## config.mk

```make
export PLATFORM = sky130hd
export DESIGN_NAME = karatsuba_lower_seq
export DESIGN_NICKNAME = d
export VERILOG_FILES = /design/src/rtl/karatsuba_lower_seq.sv
export SDC_FILE = /design/constraint.sdc
export NUM_CORES = 1
export LEC_CHECK = 0
export CAP_MARGIN = 5
export CELL_PAD_IN_SITES_DETAIL_PLACEMENT = 1
export CELL_PAD_IN_SITES_GLOBAL_PLACEMENT = 2
export CORE_MARGIN = 4
export CORE_UTILIZATION = 43
export DETAILED_ROUTE_END_ITERATION = 6
export DONT_BUFFER_PORTS = 1
export PLACE_DENSITY_LB_ADDON = 0.1
export SLEW_MARGIN = 5
export SYNTH_ARGS = -nofsm -noshare
export SYNTH_HDL_FRONTEND = slang
export SYNTH_SLANG_ARGS = --single-unit
```

## constraint.sdc

```tcl
create_clock -name clk -period 30.3 [get_ports clk]
set_clock_uncertainty 0.2 [all_clocks]
set_input_delay 3.03 -clock clk [delete_from_list [all_inputs] [get_ports clk]]
set_output_delay 3.03 -clock clk [all_outputs]
set_load 0.02 [all_outputs]
```

## src/rtl/karatsuba_lower_seq.sv

```systemverilog
// Sequential lower-half Karatsuba-complement multiplier: r = (A*B) mod 2^N from limb products with i+j<k.
// Build option: KARATSUBA_LOWER_DUAL_MUL_EN issues two scheduled limb products per cycle.
module karatsuba_lower_seq #(
  parameter int N = 64,
  parameter int k = 4,
  parameter int m = N / k
) (
  input  logic         clk,
  input  logic         rst_n,
  input  logic         in_valid,
  output logic         in_ready,
  input  logic [N-1:0] A,
  input  logic [N-1:0] B,
  output logic         out_valid,
  input  logic         out_ready,
  output logic [N-1:0] r,
  output logic         busy
);

  // state | meaning
  // IDLE  | waiting for operands, in_ready high
  // MUL   | one (or two) limb products accumulated per edge
  // DONE  | result presented until out_ready
  localparam int SW = (k > 1) ? $clog2(k) : 1;

  typedef enum logic [1:0] {IDLE, MUL, DONE} state_t;

  state_t        state, state_nxt;
  logic [N-1:0]  a_q, b_q, acc, r_q;
  logic [SW-1:0] s_q, i_q, s_nxt, i_nxt;
  logic [N-1:0]  term_sum, acc_sum;
  logic          last_pair;

  function automatic logic [N-1:0] pair_term(input logic [N-1:0] a, input logic [N-1:0] b,
                                             input logic [SW-1:0] s, input logic [SW-1:0] i);
    logic [SW-1:0]  j;
    logic [m-1:0]   al, bl;
    logic [2*m-1:0] p;
    j  = s - i;
    al = a[m*i +: m];
    bl = b[m*j +: m];
    p  = al * bl;
    return N'(p) << (m*s);
  endfunction

  function automatic logic is_last(input logic [SW-1:0] s, input logic [SW-1:0] i);
    return (s == SW'(k-1)) && (i == SW'(k-1));
  endfunction

  // Schedule order: s ascending, i from 0 up to s
  function automatic logic [2*SW-1:0] adv(input logic [SW-1:0] s, input logic [SW-1:0] i);
    if (i == s) return {s + SW'(1), SW'(0)};
    else        return {s, i + SW'(1)};
  endfunction

`ifdef KARATSUBA_LOWER_DUAL_MUL_EN
  logic [SW-1:0] s2, i2;
  logic          second_ok;

  always_comb begin
    {s2, i2}       = adv(s_q, i_q);
    second_ok      = !is_last(s_q, i_q);
    term_sum       = pair_term(a_q, b_q, s_q, i_q) +
                     (second_ok ? pair_term(a_q, b_q, s2, i2) : '0);
    last_pair      = !second_ok || is_last(s2, i2);
    {s_nxt, i_nxt} = adv(s2, i2);
  end
`else
  always_comb begin
    term_sum       = pair_term(a_q, b_q, s_q, i_q);
    last_pair      = is_last(s_q, i_q);
    {s_nxt, i_nxt} = adv(s_q, i_q);
  end
`endif

  assign acc_sum = acc + term_sum;

  always_ff @(posedge clk or negedge rst_n) begin
    if (!rst_n) state <= IDLE;
    else        state <= state_nxt;
  end

  always_comb begin
    state_nxt = state;
    in_ready  = 1'b0;
    out_valid = 1'b0;
    busy      = 1'b1;
    case (state)
      IDLE: begin
        in_ready = 1'b1;
        busy     = 1'b0;
        if (in_valid) state_nxt = MUL;
      end
      MUL:  if (last_pair) state_nxt = DONE;
      DONE: begin
        out_valid = 1'b1;
        if (out_ready) state_nxt = IDLE;
      end
      default: state_nxt = IDLE;
    endcase
  end

  always_ff @(posedge clk or negedge rst_n) begin
    if (!rst_n) begin
      a_q <= '0;
      b_q <= '0;
      acc <= '0;
      r_q <= '0;
      s_q <= '0;
      i_q <= '0;
    end else begin
      case (state)
        IDLE: if (in_valid) begin
          a_q <= A;
          b_q <= B;
          acc <= '0;
          s_q <= '0;
          i_q <= '0;
        end
        MUL: begin
          acc <= acc_sum;
          s_q <= s_nxt;
          i_q <= i_nxt;
          // r only changes when a new result is complete
          if (last_pair) r_q <= acc_sum;
        end
        default: ;
      endcase
    end
  end

  assign r = r_q;

endmodule

```

# --- Word level (Yosys, flattened, before mapping) ---
# Cells that the tools add are included.
# W data, S select, Z words.
classes:
  n_addsub: 4
  multipliers: 1
  eq_ne: 9
  shifts: 3
  muxes: 13
  n_reduce_logical: 8
ops:
  columns: ["cell", "n"]
  rows:
  - ["$pmux W64 S2", 1]
  - ["$shiftx A64 B7 Y16", 2]
  - ["$add A64 B64 Y64", 1]
  - ["$mux W64", 1]
  - ["$shl A32 B6 Y64", 1]
  - ["$mul A16 B16 Y32", 1]
  - ["$mux W2", 4]
  - ["$ne A2 B2 Y1 const B", 4]
  - ["$pmux W2 S2", 2]
  - ["$eq A2 B2 Y1 const B", 3]
  - ["$pmux W2 S3", 1]
  - ["$reduce_and A2 Y1", 3]
  - ["$reduce_and A3 Y1", 2]
  - ["$add A2 B1 Y2 const B", 2]
  - ["$mux W4", 1]
  - ["$mux W1", 3]
  - ["$eq A2 B1 Y1 const B", 1]
  - ["$eq A2 B2 Y1", 1]
  - ["$logic_not A2 Y1", 1]
  - ["$reduce_bool A2 Y1", 1]
  - ["$sub A2 B2 Y2", 1]
  - ["$logic_and A1 B1 Y1", 1]
totals:
  register_bits: 262
  inputBits: 132
  word_cells: 45

# --- Longest topological paths before layout ---
logic_depth:
  word_depth: 6
  mapped_depth: 46
  depth_no_buf: 41

# --- Worst setup path after synthesis ---
# No wires, ideal clock.
synth_path:
  path_kind: "reg2reg"
  startpoint: "register s_q[0]"
  endpoint: "register r_q[57] (netlist: r[57])"
  arrival_ns: 10.157
  slack_ns: 19.809
  stages_incl_launch_ff: 43
  path_buffers: 6
  synth_period_minus_slack_ns: 10.491
  cell_sequence: "dfrtp_1 > inv_2 > buf_1 > ha_1 > clkbuf_1 > clkbuf_1 > mux4_2 > buf_2 > nand2_1 > fa_1 > fa_1 > inv_1 > fa_1 > fa_1 > fa_1 > inv_1 > fa_1 > inv_1 > [... 7 more ...] > a21boi_0 > o21ai_0 > a2111oi_0 > o21ai_0 > a31oi_1 > nor2_1 > ha_1 > clkbuf_1 > nand3_1 > a211oi_1 > o221ai_1 > o21a_1 > a21boi_1 > o21ai_1 > a41o_1 > mux2_1 > nor2_1 > o21ai_0"
synth_via:
  elab_chain_cells: 5
  word_cells_on_any_way: 8
synth_lines:
  columns: ["element", "line_no", "source"]
  rows:
  - ["start: declaration", "30", "logic [SW-1:0] s_q, i_q, s_nxt, i_nxt;"]
  - ["start signal: assignment", "122", "s_q <= s_nxt;"]
  - ["$sub A2 B2 Y2", "39", "j = s - i;"]
  - ["$shiftx A64 B7 Y16", "41", "bl = b[m*j +: m];"]
  - ["$mul A16 B16 Y32", "42", "p = al * bl;"]
  - ["$shl A32 B6 Y64", "43", "return N'(p) << (m*s);"]
  - ["$add A64 B64 Y64", "76", "assign acc_sum = acc + term_sum;"]
  - ["end signal: assignment", "125", "if (last_pair) r_q <= acc_sum;"]
  - ["end: declaration", "29", "logic [N-1:0] a_q, b_q, acc, r_q;"]
# Several ways; a longest one is shown, not always the timed one.
# A chain may end at the register's enable or synchronous reset.

# --- Worst setup path after layout ---
layout_path:
  startpoint: "register s_q[0]"
  endpoint: "register acc[60]"
layout_via:
  elab_chain_cells: 6
layout_lines:
  columns: ["element", "line_no", "source"]
  rows:
  - ["$sub A2 B2 Y2", "39", null]
  - ["$shiftx A64 B7 Y16", "41", null]
  - ["$mul A16 B16 Y32", "42", null]
  - ["$shl A32 B6 Y64 *", "43", null]
  - ["$add A64 B64 Y64 *", "76", null]
  - ["$pmux W64 S2 *", "112", "case (state)"]
  - ["end signal: assignment", "121", "acc <= acc_sum;"]
  - ["end: declaration", "29", null]
# Every way passes the cells marked *; elsewhere a longest branch is shown, timed or not.

==> impl_metrics.json <==
{
  "outcome": "completed",
  "via_count": 18857,
  "synth_compound_area_share_pct": 12.8,
  "min_delay_worst_endpoint": "a_q[1]",
  "max_cap_viol_count": 0,
  "postCtsSetupBuffers": 0,
  "cts-resized-gates": 0,
  "synth_warnings": 0,
  "synth_area_per_cell_um2": 8.45,
  "synth.distinct_cells": 66,
  "grt_max_degree": 263,
  "post_synth_xor_area_fraction_pct": 3.46,
  "die_x_um": 239,
  "cp.required_ns": 30.51,
  "drive_above_1_share_pct": 4.53,
  "synth.cell_area_mm2": 0.0230,
  "fin_tns_setup_ns": 0,
  "cts_tree": "done",
  "r2r_end": "acc[60]",
  "dieHeight_um": 239,
  "dr.first_iter.drc_count": 1268,
  "final_cell_area_mm2": 0.0246,
  "async_flop_share_pct": 100,
  "seq_area_frac_synth_pct": 28.5,
  "fin_nets": 3139,
  "ff_latch_area_mm2": 0.00656,
  "r2r_start": "s_q[0]",
  "synth-simple-area-share_pct": 19.3,
  "worst_pin_slew_ns": 1.17,
  "arrival_ns": 12.95,
  "wl_per_cell_um": 22.6,
  "track_usage_pct": 26.7,
  "synthesis.nets": 3221,
  "fp.dieArea_mm2": 0.0573,
  "cpLargestDelayFamily": "adder cells",
  "cts-root-buf": "clkbuf_16",
  "final_common_cell": "nand2_1",
  "reg2reg_depth": 38,
  "slew_headroom_pct": 21.9,
  "clkLatencyLatePin_ns": 0.57,
  "clock.fmax_ghz": 0.0785,
  "place.gp.congestion": 0.910,
  "cts_sinks": 262,
  "syn_to_final_growth_pct": 7.10,
  "crit_slowest_cell": "ha_1",
  "most-common-layout-cells": "nand2_1 (743), inv_1 (266), dfrtp_1 (262)",
  "regToRegSetupSlack_ns": 17.56,
  "clkTransAtPathRegs_ns": 0.06,
  "viasPerCell": 5.62,
  "min-delay-start": "a_q[1]",
  "clk_path_buf_depth": 3,
  "synth_top_family_by_area": "adder cells",
  "grt_pass1_vias": 19996,
  "rows": 84,
  "drc": 0,
  "drv_slew": 0,
  "cts_made_buffers": 35,
  "cp-start-kind": "register",
  "dp_hpwl_mm": 59.1,
  "rsz0062_at_grt": "false",
  "hold_viol": 0,
  "whs_path_depth": 2,
  "hold_path.class": "register to register",
  "multi_input_area_mm2": 0.0150,
  "crit_fanout": 26,
  "place_area_mm2": 0.0235,
  "syn_inst": 2724,
  "drtAntennaViolNets": 0,
  "grt_pass1_wl_mm": 119,
  "setup_viol": 0,
  "portBuffers": 0,
  "slowest_delay_ns": 1.07,
  "grt_overflow_total": 0,
  "ios": 199,
  "cts-hold-fix-buffers": 0,
  "path_buf_inv": 7,
  "drtPass1Iterations": 4,
  "crit_type": "register to register",
  "htreeDepth": 2,
  "synth_flop_cell": "dfrtp_1",
  "routed_wl_mm": 75.7,
  "synth_fa_ha_area_share_pct": 26.2,
  "finalCritPeriodShare_pct": 42.0,
  "core-area_mm2": 0.0528,
  "grt_antenna_before_repair": 3,
  "synthMuxAreaShare_pct": 3.10,
  "end_kind": "register",
  "period_needed_ns": 12.74,
  "nFillCells": 6267,
  "synth-edff-count": 0,
  "synth_seq_cells": 262,
  "initial_core_util_pct": 43.6
}
## sequential cells by signal (all words and copies together), names as in the netlist
name	count
a_q	64
state	2
s_q	2
i_q	2
b_q	64
r	64
acc	64
## logic make-up (layout without fill, tap and decap cells)
family | Yosys count | count (layout)
flops | 262 | 262
other cells | 0 | 1
fa+ha+maj | 365 | 365
buf+inv | 403 | 348
compound gates | 483 | 483
xor+xnor | 91 | 91
simple gates | 1074 | 1074
mux | 46 | 46
## worst max path at each step
stage / from / endpoint / slack [ns] / cells past startpoint
6_report: s_q[0] / acc[60] / 17.56 / 38
4_1_cts: s_q[0] / acc[60] / 17.71 / 38
2_1_floorplan: s_q[0] / r[57] / 19.81 / 42
3_5_place_dp: s_q[0] / acc[60] / 17.72 / 38
5_1_grt: s_q[0] / acc[60] / 16.91 / 38
3_3_place_gp: s_q[0] / acc[60] / 18.01 / 38
## layout make-up
class | count | area share, %
well taps | 688 | 3.49
multi-input cells | 2059 | 60.7
flip-flops and latches | 262 | 26.6
diodes | 1 | 0.0102
inverters | 268 | 4.08
clock inverters | 13 | 0.462
clock buffers | 51 | 4.12
repair buffers | 16 | 0.488
## metrics by stage
stage | setup slack (ns) | hold slack (ns) | utilization (%) | std cells
floorplan | 19.81 | 0.240 | - | 2724
global placement | 18.01 | 0.254 | 44.6 | 3293
CTS | 17.71 | 0.275 | 46.7 | 3357
global route | 16.91 | 0.288 | 46.7 | 3357
detailed placement | 17.72 | 0.262 | 44.6 | 3293
finish | 17.56 | 0.271 | 46.7 | 3358
## Yosys cell counts, types with 40 or more instances
master / number / area [um^2]
dfrtp_1: 262 / 6560
fa_1: 195 / 3900
and2_1: 59 / 369
xnor2_1: 53 / 464
nor2_1: 144 / 541
inv_1: 266 / 998
nand2_1: 744 / 2790
a21o_1: 40 / 300
ha_1: 170 / 2130
o21ai_0: 169 / 846
clkbuf_1: 127 / 477
a21oi_1: 101 / 505
nand3_1: 45 / 225
## routing by layer
layer	up-vias	GRT usage, %	wire (um)
li1	8706	-	-
met1	9636	40.2	36600
met2	440	39.8	33000
met3	71	6.22	4910
met4	4	4.84	1160
met5	-	0	23
## worst min-delay path, delay by kind of cell, from the launching register on
family | cells | cell delay (ns)
DFF | 1 | 0.34
and+or+nand+nor | 2 | 0.10
Power is left out: the tool's default activity adds up to more than one toggle a clock period on the data nets, which glitch-free logic cannot reach.
